===== src/rtl/serial_sub_if.sv =====
// Host-side handshake and operand bus for the bit-serial subtractor controller.
// The host drives the master modport; serial_sub_ctrl is the slave.
interface serial_sub_if #(
   parameter int WIDTH = 8
);
   logic             start;
   logic [WIDTH-1:0] a;
   logic [WIDTH-1:0] b;
   logic             bin;
   logic             en;
   logic             busy;
   logic             done;
   logic [WIDTH-1:0] diff;
   logic             bout;

   modport master (
      output start, a, b, bin, en,
      input  busy, done, diff, bout
   );

   modport slave (
      input  start, a, b, bin, en,
      output busy, done, diff, bout
   );
endinterface


===== src/rtl/serial_sub_ctrl.sv =====
// Bit-serial WIDTH-bit subtractor: diff = a - b - bin, one bit per enabled cycle,
// LSB first, wrapped in a start/busy/done handshake.
module serial_sub_ctrl #(
   parameter int WIDTH = 8
) (
   input  logic         clk,
   input  logic         rst,
   serial_sub_if.slave  bus
);
   localparam int CW = $clog2(WIDTH) + 1;
   localparam logic [CW-1:0] LAST_CNT = CW'(WIDTH - 1);

   typedef enum logic [1:0] {
      ST_IDLE = 2'd0,
      ST_RUN  = 2'd1,
      ST_DONE = 2'd2
   } state_t;

   state_t           state_r;
   logic [WIDTH-1:0] sa_r;
   logic [WIDTH-1:0] sb_r;
   logic [WIDTH-1:0] sr_r;
   logic             br_r;
   logic [CW-1:0]    cnt_r;
   logic             busy_r;
   logic             done_r;
   logic [WIDTH-1:0] diff_r;
   logic             bout_r;

   logic [1:0]       step_s;
   logic [WIDTH-1:0] sr_next_s;

   // One-bit full subtract; returns {borrow_out, difference}.
   function automatic logic [1:0] full_sub(input logic x, input logic y, input logic bi);
      full_sub = {(~x & y) | (~(x ^ y) & bi), x ^ y ^ bi};
   endfunction

   // Current step result and the result shifter with the new bit entering at the MSB.
   always_comb begin
      step_s               = full_sub(sa_r[0], sb_r[0], br_r);
      sr_next_s            = sr_r >> 1'b1;
      sr_next_s[WIDTH-1]   = step_s[0];
   end

   // Control FSM and datapath; diff/bout only change on the final RUN step.
   always_ff @(posedge clk) begin
      if (rst) begin
         state_r <= ST_IDLE;
         sa_r    <= '0;
         sb_r    <= '0;
         sr_r    <= '0;
         br_r    <= 1'b0;
         cnt_r   <= '0;
         busy_r  <= 1'b0;
         done_r  <= 1'b0;
         diff_r  <= '0;
         bout_r  <= 1'b0;
      end else begin
         case (state_r)
            ST_IDLE: begin
               done_r <= 1'b0;
               if (bus.start) begin
                  sa_r    <= bus.a;
                  sb_r    <= bus.b;
                  br_r    <= bus.bin;
                  sr_r    <= '0;
                  cnt_r   <= '0;
                  busy_r  <= 1'b1;
                  state_r <= ST_RUN;
               end else begin
                  busy_r  <= 1'b0;
                  state_r <= ST_IDLE;
               end
            end
            ST_RUN: begin
               if (bus.en) begin
                  sa_r  <= sa_r >> 1'b1;
                  sb_r  <= sb_r >> 1'b1;
                  sr_r  <= sr_next_s;
                  br_r  <= step_s[1];
                  cnt_r <= cnt_r + CW'(1);
                  if (cnt_r == LAST_CNT) begin
                     diff_r  <= sr_next_s;
                     bout_r  <= step_s[1];
                     busy_r  <= 1'b0;
                     done_r  <= 1'b1;
                     state_r <= ST_DONE;
                  end else begin
                     state_r <= ST_RUN;
                  end
               end else begin
                  state_r <= ST_RUN;
               end
            end
            ST_DONE: begin
               done_r  <= 1'b0;
               busy_r  <= 1'b0;
               state_r <= ST_IDLE;
            end
            default: begin
               busy_r  <= 1'b0;
               done_r  <= 1'b0;
               state_r <= ST_IDLE;
            end
         endcase
      end
   end

   assign bus.busy = busy_r;
   assign bus.done = done_r;
   assign bus.diff = diff_r;
   assign bus.bout = bout_r;
endmodule

===== src/flat_wrapper.sv =====
// flat-port wrapper written by rule: the top's interface ports become plain ports
module serial_sub_ctrl_flat 
#(
   parameter int WIDTH = 8
)
  (clk, rst, bus_start, bus_a, bus_b, bus_bin, bus_en, bus_busy, bus_done, bus_diff, bus_bout);
  serial_sub_if #(.WIDTH(WIDTH)) bus_i ();
  input  logic clk;
  input  logic rst;
  input wire logic [$bits(bus_i.start)-1:0] bus_start;
  input wire logic [$bits(bus_i.a)-1:0] bus_a;
  input wire logic [$bits(bus_i.b)-1:0] bus_b;
  input wire logic [$bits(bus_i.bin)-1:0] bus_bin;
  input wire logic [$bits(bus_i.en)-1:0] bus_en;
  output wire logic [$bits(bus_i.busy)-1:0] bus_busy;
  output wire logic [$bits(bus_i.done)-1:0] bus_done;
  output wire logic [$bits(bus_i.diff)-1:0] bus_diff;
  output wire logic [$bits(bus_i.bout)-1:0] bus_bout;
  assign bus_i.start = bus_start;
  assign bus_i.a = bus_a;
  assign bus_i.b = bus_b;
  assign bus_i.bin = bus_bin;
  assign bus_i.en = bus_en;
  assign bus_busy = bus_i.busy;
  assign bus_done = bus_i.done;
  assign bus_diff = bus_i.diff;
  assign bus_bout = bus_i.bout;
  serial_sub_ctrl #(.WIDTH(WIDTH)) u_core (.clk(clk), .rst(rst), .bus(bus_i));
endmodule

===== config.mk =====
export PLATFORM = sky130hd
export DESIGN_NAME = serial_sub_ctrl_flat
export DESIGN_NICKNAME = d
export VERILOG_FILES = /design/src/rtl/serial_sub_if.sv /design/src/rtl/serial_sub_ctrl.sv /design/src/flat_wrapper.sv
export SDC_FILE = /design/constraint.sdc
export NUM_CORES = 1
export LEC_CHECK = 0
export CAP_MARGIN = 20
export CELL_PAD_IN_SITES_DETAIL_PLACEMENT = 0
export CELL_PAD_IN_SITES_GLOBAL_PLACEMENT = 2
export CORE_MARGIN = 5
export CORE_UTILIZATION = 31
export CTS_CLUSTER_DIAMETER = 80
export DETAILED_ROUTE_END_ITERATION = 8
export PLACE_DENSITY_LB_ADDON = 0.1
export SYNTH_ARGS = -nofsm -noshare
export SYNTH_HDL_FRONTEND = slang
export SYNTH_SLANG_ARGS = --single-unit

===== constraint.sdc =====
create_clock -name clk -period 1.9 [get_ports clk]
set_input_delay 0.285 -clock clk [delete_from_list [all_inputs] [get_ports clk]]
set_output_delay 0.285 -clock clk [all_outputs]
set_load 0.02 [all_outputs]

==> reports/results.md, run 1 <==
| Quantity | Value | Unit |
|:---|:---|:---|
| Worst slew margin | 0.665 | - |
| Critical-path cell with the highest stage delay | sky130_fd_sc_hd__clkdlybuf4s50_1 | - |
| Cell count along the critical path | 1 | - |
| Worst hold path type | reg2reg | - |
| Share of the clock period used by the worst path after layout | 0.816 | - |
| Layout Skew | 0.00659 | ns |
| Top-area cell type share of the netlist area | 0.462 | - |
| Post-Route Hold Slack | 0.462 | ns |
| Gr ovfl total | 0 | - |
| # IOs | 32 | - |
| Area growth syn-to-layout | 29.5 | % |
| Register-to-Register Setup Slack | 0.44 | ns |
| Estimated wirelength of the detail-placed design | 3.11 | mm |
| Main synth FF type | sky130_fd_sc_hd__dfxtp_1 | - |
| Via count of the first global-routing pass | 1,514 | - |
| Total chip power | 0.00188 | W |
| Least setup slack across all paths after layout | 0.349 | ns |
| CTS clk-pin slew, worst paths | 0.08 | ns |
| Type of destination of the critical path | output port | - |
| Count of nets left with antenna violations after detail routing | 0 | - |
| Number of buffers and inverters on the critical path | 1 | - |
| Mean Syn Cell Area | 9.25 | µm² |
| Site Rows | 27 | - |
| Total count of hold-check failures in the final report | 0 | - |
| Number of distinct standard cells referenced by the synthesized netlist | 33 | - |
| Clock buffers created by TritonCTS | 5 | - |
| Pre-CTS setup slack | 0.0966 | ns |
| Average vias per placed instance | 5.10 | - |
| Iteration count of the initial detailed-routing pass | 4 | - |
| Total DRC errors in the routed layout | 0 | - |
| Number of warnings issued by yosys | 0 | - |
| Critical path peak fanout | 2 | - |
| Ant. Diodes | 0 | - |
| Crit-path max cell delay | 0.62 | ns |
| Clock latency reported for the late side of the worst-skew pair | 0.29 | ns |
| Hold Path Stages | 2 | - |
| Slew at the pin closest to its max-slew limit | 0.501 | ns |
| Overall routing resource usage | 0.133 | - |
| First-pass GRT wire length | 7.71 | mm |
| Setup TNS | 0 | ns |
| Cells traversed along the worst timing path | clkdlybuf4s50_1 | - |
| Share of synthesized area occupied by flip-flops and latches | 0.462 | - |
| Post-synthesis instance area | 1780 | µm² |
| Root Buffer | sky130_fd_sc_hd__clkbuf_8 | - |
| Initial Util | 0.320 | - |
| Synth area leader | sky130_fd_sc_hd__dfxtp_1 | - |
| Total nets after synthesis | 215 | - |
| Worst hold path endpoint | u_core.sb_r[2] | - |
| Final critical path time including I/O delays and setup | 1.55 | ns |
| Pwr per Cell Area | 816 | nW/µm² |
| Number of vias in the routed layout | 1,509 | - |
| Outcome | finished clean | - |
| # clock sinks | 41 | - |
| Proportion of layout cells with a drive suffix above 1 | 0.143 | - |
| Largest delay contributor family on the critical path | buffers and inverters | - |
| Worst r2r src | u_core.state_r[0] | - |
| Count of input and output buffers | 31 | - |
| Arrival time worst endpoint | 1.27 | ns |
| Flip-flop and latch count after synthesis | 41 | - |
| Cells on worst reg2reg path | 4 | - |
| Number of H-tree levels | 2 | - |
| Data required time of the worst path | 1.62 | ns |
| DIE AREA | 7340 | µm² |
| Unrepaired setup endpoints after global routing | no | - |
| Largest net degree at the start of global routing | 27 | - |
| Maximum operating frequency | 0.645 | GHz |
| Per-cell routed wire length | 15.4 | µm |
| Post-cts repair resize count | 0 | - |
| Count of routing violations after the opening detailed-route iteration | 69 | - |
| Category of the most critical setup path | reg2out | - |
| Fin. max-slew vios | 0 | - |
| Post-CTS setup buffer count | 0 | - |
| Bufs on Longest Clock Path | 2 | - |
| TritonCTS clock tree | yes | - |
| Total core area | 5540 | µm² |
| Count of nets after finishing | 246 | - |
| Wire length after detailed routing | 4.55 | mm |
| Top cells by area, synth | sky130_fd_sc_hd__dfxtp_1 46%, sky130_fd_sc_hd__a211oi_2 7.0%, sky130_fd_sc_hd__a21oi_1 6.8% | - |
| Static Leak | 0.766 | nW |
| Maximum resistive drop on vdd | 0.374 | mV |
| Placer's final routability congestion estimate | 0.680 | - |
| Async set-reset flop share out of synthesis | 0 | - |
| Post-synth EDFFs | 0 | - |
| Hold-fix buffer count after cts | 0 | - |
| Reg-to-reg critical path endpoint | u_core.sb_r[5] | - |
| Kind of launch point of the worst setup path | flop | - |
| Util after Layout | 0.415 | - |
| X dimension of the die | 85.7 | µm |
| Number of antenna violations at the first check in global routing | 0 | - |
| Setup-failing EPs final | 0 | - |
| Post-synthesis instance total | 192 | - |
| Max_cap viols | 0 | - |
| Hold path startpoint | u_core.sb_r[2] | - |
| Die Span Y | 85.7 | µm |
-- cell usage in the layout (no fill, tap or decap), types with 2 or more instances in the layout --
master,netlist,routed
sky130_fd_sc_hd__a211oi_1,4,4
sky130_fd_sc_hd__a211oi_2,10,10
sky130_fd_sc_hd__a21oi_1,24,24
sky130_fd_sc_hd__buf_4,0,11
sky130_fd_sc_hd__clkbuf_8,0,5
sky130_fd_sc_hd__clkdlybuf4s50_1,0,31
sky130_fd_sc_hd__dfxtp_1,41,41
sky130_fd_sc_hd__inv_1,15,15
sky130_fd_sc_hd__nand2_1,3,3
sky130_fd_sc_hd__nand2b_1,2,2
sky130_fd_sc_hd__nand3_1,10,10
sky130_fd_sc_hd__nand4b_1,9,9
sky130_fd_sc_hd__nor2_1,3,3
sky130_fd_sc_hd__nor3b_1,2,2
sky130_fd_sc_hd__o21ai_0,12,12
sky130_fd_sc_hd__o22ai_1,14,14
sky130_fd_sc_hd__o31ai_1,9,9
-- final cells by class --
type	instances	area [µm²]
repair buffers	43	413
flip-flops and latches	41	821
clock inverters	3	46.3
inverters	15	56.3
fillers	555	3240
well taps	72	90.1
clock buffers	5	68.8
multi-input cells	117	805
-- synth_stat cells, types with 2 or more instances --
library cell	n
sky130_fd_sc_hd__dfxtp_1	41
sky130_fd_sc_hd__a21oi_1	24
sky130_fd_sc_hd__inv_1	15
sky130_fd_sc_hd__o22ai_1	14
sky130_fd_sc_hd__o21ai_0	12
sky130_fd_sc_hd__a211oi_2	10
sky130_fd_sc_hd__nand3_1	10
sky130_fd_sc_hd__clkbuf_1	9
sky130_fd_sc_hd__nand4b_1	9
sky130_fd_sc_hd__o31ai_1	9
sky130_fd_sc_hd__buf_2	6
sky130_fd_sc_hd__a211oi_1	4
sky130_fd_sc_hd__nand2_1	3
sky130_fd_sc_hd__nor2_1	3
sky130_fd_sc_hd__buf_1	2
sky130_fd_sc_hd__buf_6	2
sky130_fd_sc_hd__nand2b_1	2
sky130_fd_sc_hd__nor3b_1	2
-- worst max-delay path by stage --
stage	from	end	slack, ns
final	u_core.bus.bout	bus_bout	0.35
after global routing	u_core.bus.bout	bus_bout	0.29
after CTS	u_core.bus.diff[6]	bus_diff[6]	0.33
after detailed placement	bus_en	u_core.sb_r[5]	0.1
after global placement	bus_start	u_core.br_r	0.15
after floorplan	u_core.state_r[1]	u_core.br_r	0.50
-- cell families after synthesis --
group                    share of synthesized area
multiplexers                               0.00564
AO/OA/AOI/OAI                                0.291
buffers and inverters                       0.0846
flip-flops                                   0.462
AND/OR/NAND/NOR                              0.138
adder cells (fa/ha/maj)                     0.0183
-- flip-flops by register name, summed over array words and instances (netlist names) --
signal / count
u_core.bus.busy: 1
u_core.cnt_r: 4
u_core.bus.diff: 8
u_core.sb_r: 8
u_core.sr_r: 7
u_core.sa_r: 8
u_core.bus.done: 1
u_core.bus.bout: 1
u_core.br_r: 1
u_core.state_r: 2
-- where the power goes --
part | internal [W] | switching (W) | leakage [nW]
sequential | 0.000899 | 0.0000224 | 0.335
combinational | 0.000118 | 0.000125 | 0.376
clock | 0.000393 | 0.000318 | 0.0543
-- stage by stage --
stage	cell area (µm²)	std cells
floorplan	1780	192
global placement	2180	288
detailed placement	2180	288
CTS	2300	296
global route	2300	296
finish	2300	296
-- routing by layer --
metal | GRT usage | wire length, µm | up-vias
met5 | 0 | 0 | -
met4 | 0.0432 | 57 | 0
met3 | 0.0423 | 212 | 5
met2 | 0.214 | 2140 | 29
met1 | 0.168 | 2140 | 704
li1 | - | - | 771
Note: power is estimated with default switching activity, not from simulation.
==> inputs of run 2 (changes only) <==
==> constraint.sdc (replaced) <==
create_clock -name clk -period 1.6 [get_ports clk]
set_input_delay 0.24 -clock clk [delete_from_list [all_inputs] [get_ports clk]]
set_output_delay 0.24 -clock clk [all_outputs]
set_load 0.02 [all_outputs]
==> reports/results.md, run 2 (synthesized netlist as in run 1, its figures left out) <==
| Quantity | Value | Unit | vs previous |
|:---|:---|:---|:---|
| Post-Route Hold Slack | 0.462 | ns | +0.0000330 ns |
| Maximum operating frequency | 0.664 | GHz |  |
| Setup TNS | 0 | ns | unchanged |
| Post-cts repair resize count | 0 | - | unchanged |
| Estimated wirelength of the detail-placed design | 3.13 | mm | +0.69% |
| Largest net degree at the start of global routing | 32 | - | +19% |
| Proportion of layout cells with a drive suffix above 1 | 0.161 | - | +0.0180 |
| Outcome | finished clean | - |  |
| Internal power | 0.00173 | W | +23% |
| Count of input and output buffers | 31 | - | unchanged |
| Static Leak | 0.804 | nW | +5.0% |
| Most common library cell in the layout ignoring fill and taps | sky130_fd_sc_hd__dfxtp_1 | - |  |
| Maximum resistive drop on vdd | 0.367 | mV | -1.7% |
| Setup-failing EPs final | 0 | - | unchanged |
| Largest delay contributor family on the critical path | buffers and inverters | - |  |
| Data required time of the worst path | 1.36 | ns | -0.26 ns |
| Count of nets left with antenna violations after detail routing | 0 | - | unchanged |
| Post-route standard cell area excluding fillers | 2360 | µm² | +2.6% |
| Initial Util | 0.320 | - | unchanged |
| Total DRC errors in the routed layout | 0 | - | unchanged |
| Share of power burned in the clock network | 0.379 | - | about the same |
| First-pass GRT wire length | 7.61 | mm | -1.3% |
| # IOs | 32 | - | unchanged |
| Total chip power | 0.00227 | W | +21% |
| Clock latency reported for the late side of the worst-skew pair | 0.29 | ns | about the same |
| Die Span Y | 85.7 | µm | unchanged |
| Per-cell routed wire length | 15.0 | µm | -2.7% |
| Worst slew margin | 0.759 | - | +0.0940 |
| NetSw | 0.000533 | W | +15% |
| Util after Layout | 0.426 | - | +0.0106 |
| X dimension of the die | 85.7 | µm | unchanged |
| Count of nets after finishing | 252 | - | +2.4% |
| Layout Skew | 0.00439 | ns | -0.00220 ns |
| Share of the clock period used by the worst path after layout | 0.941 | - |  |
| Kind of launch point of the worst setup path | flop | - |  |
| Cells traversed along the worst timing path | clkdlybuf4s50_1 | - |  |
| Switching Share | 0.235 | - | -0.0128 |
| Post-Place Cell Area | 2240 | µm² | +2.6% |
| DIE AREA | 7340 | µm² | unchanged |
| Worst hold path type | reg2reg | - |  |
| Via count of the first global-routing pass | 1,548 | - | +2.2% |
| CTS clk-pin slew, worst paths | 0.08 | ns | about the same |
| Critical-path cell with the highest stage delay | sky130_fd_sc_hd__clkdlybuf4s50_1 | - |  |
| Root Buffer | sky130_fd_sc_hd__clkbuf_8 | - |  |
| Total core area | 5540 | µm² | unchanged |
| Bufs on Longest Clock Path | 2 | - | unchanged |
| Sequential share of power | 0.483 | - | -0.008 |
| Count of routing violations after the opening detailed-route iteration | 83 | - | +20% |
| Wire length after detailed routing | 4.52 | mm | -0.75% |
| Pwr per Cell Area | 961 | nW/µm² | +18% |
| Ant. Diodes | 0 | - | unchanged |
| Hold-fix buffer count after cts | 0 | - | unchanged |
| Overall routing resource usage | 0.130 | - | -0.00292 |
| Crit-path max cell delay | 0.62 | ns | about the same |
| Number of vias in the routed layout | 1,559 | - | +3.3% |
| Category of the most critical setup path | reg2out | - |  |
| Slew at the pin closest to its max-slew limit | 0.360 | ns | -0.141 ns |
| Critical path peak fanout | 2 | - | unchanged |
| Unrepaired setup endpoints after global routing | no | - |  |
| Final critical path time including I/O delays and setup | 1.51 | ns |  |
| Iteration count of the initial detailed-routing pass | 4 | - | unchanged |
| Site Rows | 27 | - | unchanged |
| TritonCTS clock tree | yes | - |  |
| Placer's final routability congestion estimate | 0.687 | - | +1.0% |
| Clock buffers created by TritonCTS | 5 | - | unchanged |
| Arrival time worst endpoint | 1.27 | ns | about the same |
| Total count of hold-check failures in the final report | 0 | - | unchanged |
| Share of power burned in combinational logic | 0.138 | - | +0.008 |
| Number of antenna violations at the first check in global routing | 0 | - | unchanged |
| Number of buffers and inverters on the critical path | 1 | - | unchanged |
| Gr ovfl total | 0 | - | unchanged |
| Number of H-tree levels | 2 | - | unchanged |
| Post-CTS setup buffer count | 0 | - | unchanged |
| Average vias per placed instance | 5.16 | - | +1.3% |
| Type of destination of the critical path | output port | - |  |
| Area growth syn-to-layout | 32.8 | % |  |
| Fin. max-slew vios | 0 | - | unchanged |
| Commonest cells after routing, fill and taps aside | 41 x sky130_fd_sc_hd__dfxtp_1, 31 x sky130_fd_sc_hd__clkdlybuf4s50_1, 24 x sky130_fd_sc_hd__a21oi_1 | - |  |
| Max_cap viols | 0 | - | unchanged |
| # clock sinks | 41 | - | unchanged |
run 2: final timing paths:
kind                     start              end  slack (ns)  depth (start not counted)
min             u_core.sb_r[2]   u_core.sb_r[2]        0.46                          2
min reg2reg     u_core.sb_r[2]   u_core.sb_r[2]        0.46                          2
max            u_core.bus.bout         bus_bout        0.09                          1
max reg2reg  u_core.state_r[0]  u_core.cnt_r[3]        0.21                          4
run 2: cell type report:
type | instances | area [µm²]
Clock buffer | 7 | 86.3
Clock inverter | 1 | 30.0
Fill cell | 578 | 3180
Inverter | 15 | 56.3
Multi-Input combinational cell | 117 | 805
Sequential cell | 41 | 821
Tap cell | 72 | 90.1
Timing Repair Buffer | 49 | 470
run 2: through the flow:
step | std cells | worst slack, ns
floorplan | 192 | 0.197
global placement | 294 | -0.0788
detailed placement | 294 | -0.0955
CTS | 302 | 0.0856
global route | 302 | 0.0509
finish | 302 | 0.0938
run 2: per-layer routing:
| metal | part of all wire | up-vias | track usage |
|---|---|---|---|
| met5 | 0 | - | 0 |
| met4 | 0.013 | 0 | 0.0446 |
| met3 | 0.043 | 6 | 0.0375 |
| met2 | 0.48 | 28 | 0.208 |
| met1 | 0.47 | 741 | 0.167 |
| li1 | - | 784 | - |
run 2: worst register-to-register path, cell delays in order (launching register included):
cell and delay (ns):
sky130_fd_sc_hd__dfxtp_1 0.43, sky130_fd_sc_hd__mux2i_1 0.13, sky130_fd_sc_hd__buf_4 0.16, sky130_fd_sc_hd__or4_1 0.46, sky130_fd_sc_hd__a21oi_1 0.14
run 2: power groups by stage:
stage / logic, W / clock network, W / registers (W)
global placement: 0.000308 / 0 / 0.00112
detailed placement: 0.000314 / 0 / 0.00112
global route: 0.000345 / 0.000930 / 0.00110
finish: 0.000312 / 0.000860 / 0.00110
CTS: 0.000317 / 0.000896 / 0.00110
floorplan: 0.000182 / 0 / 0.00111
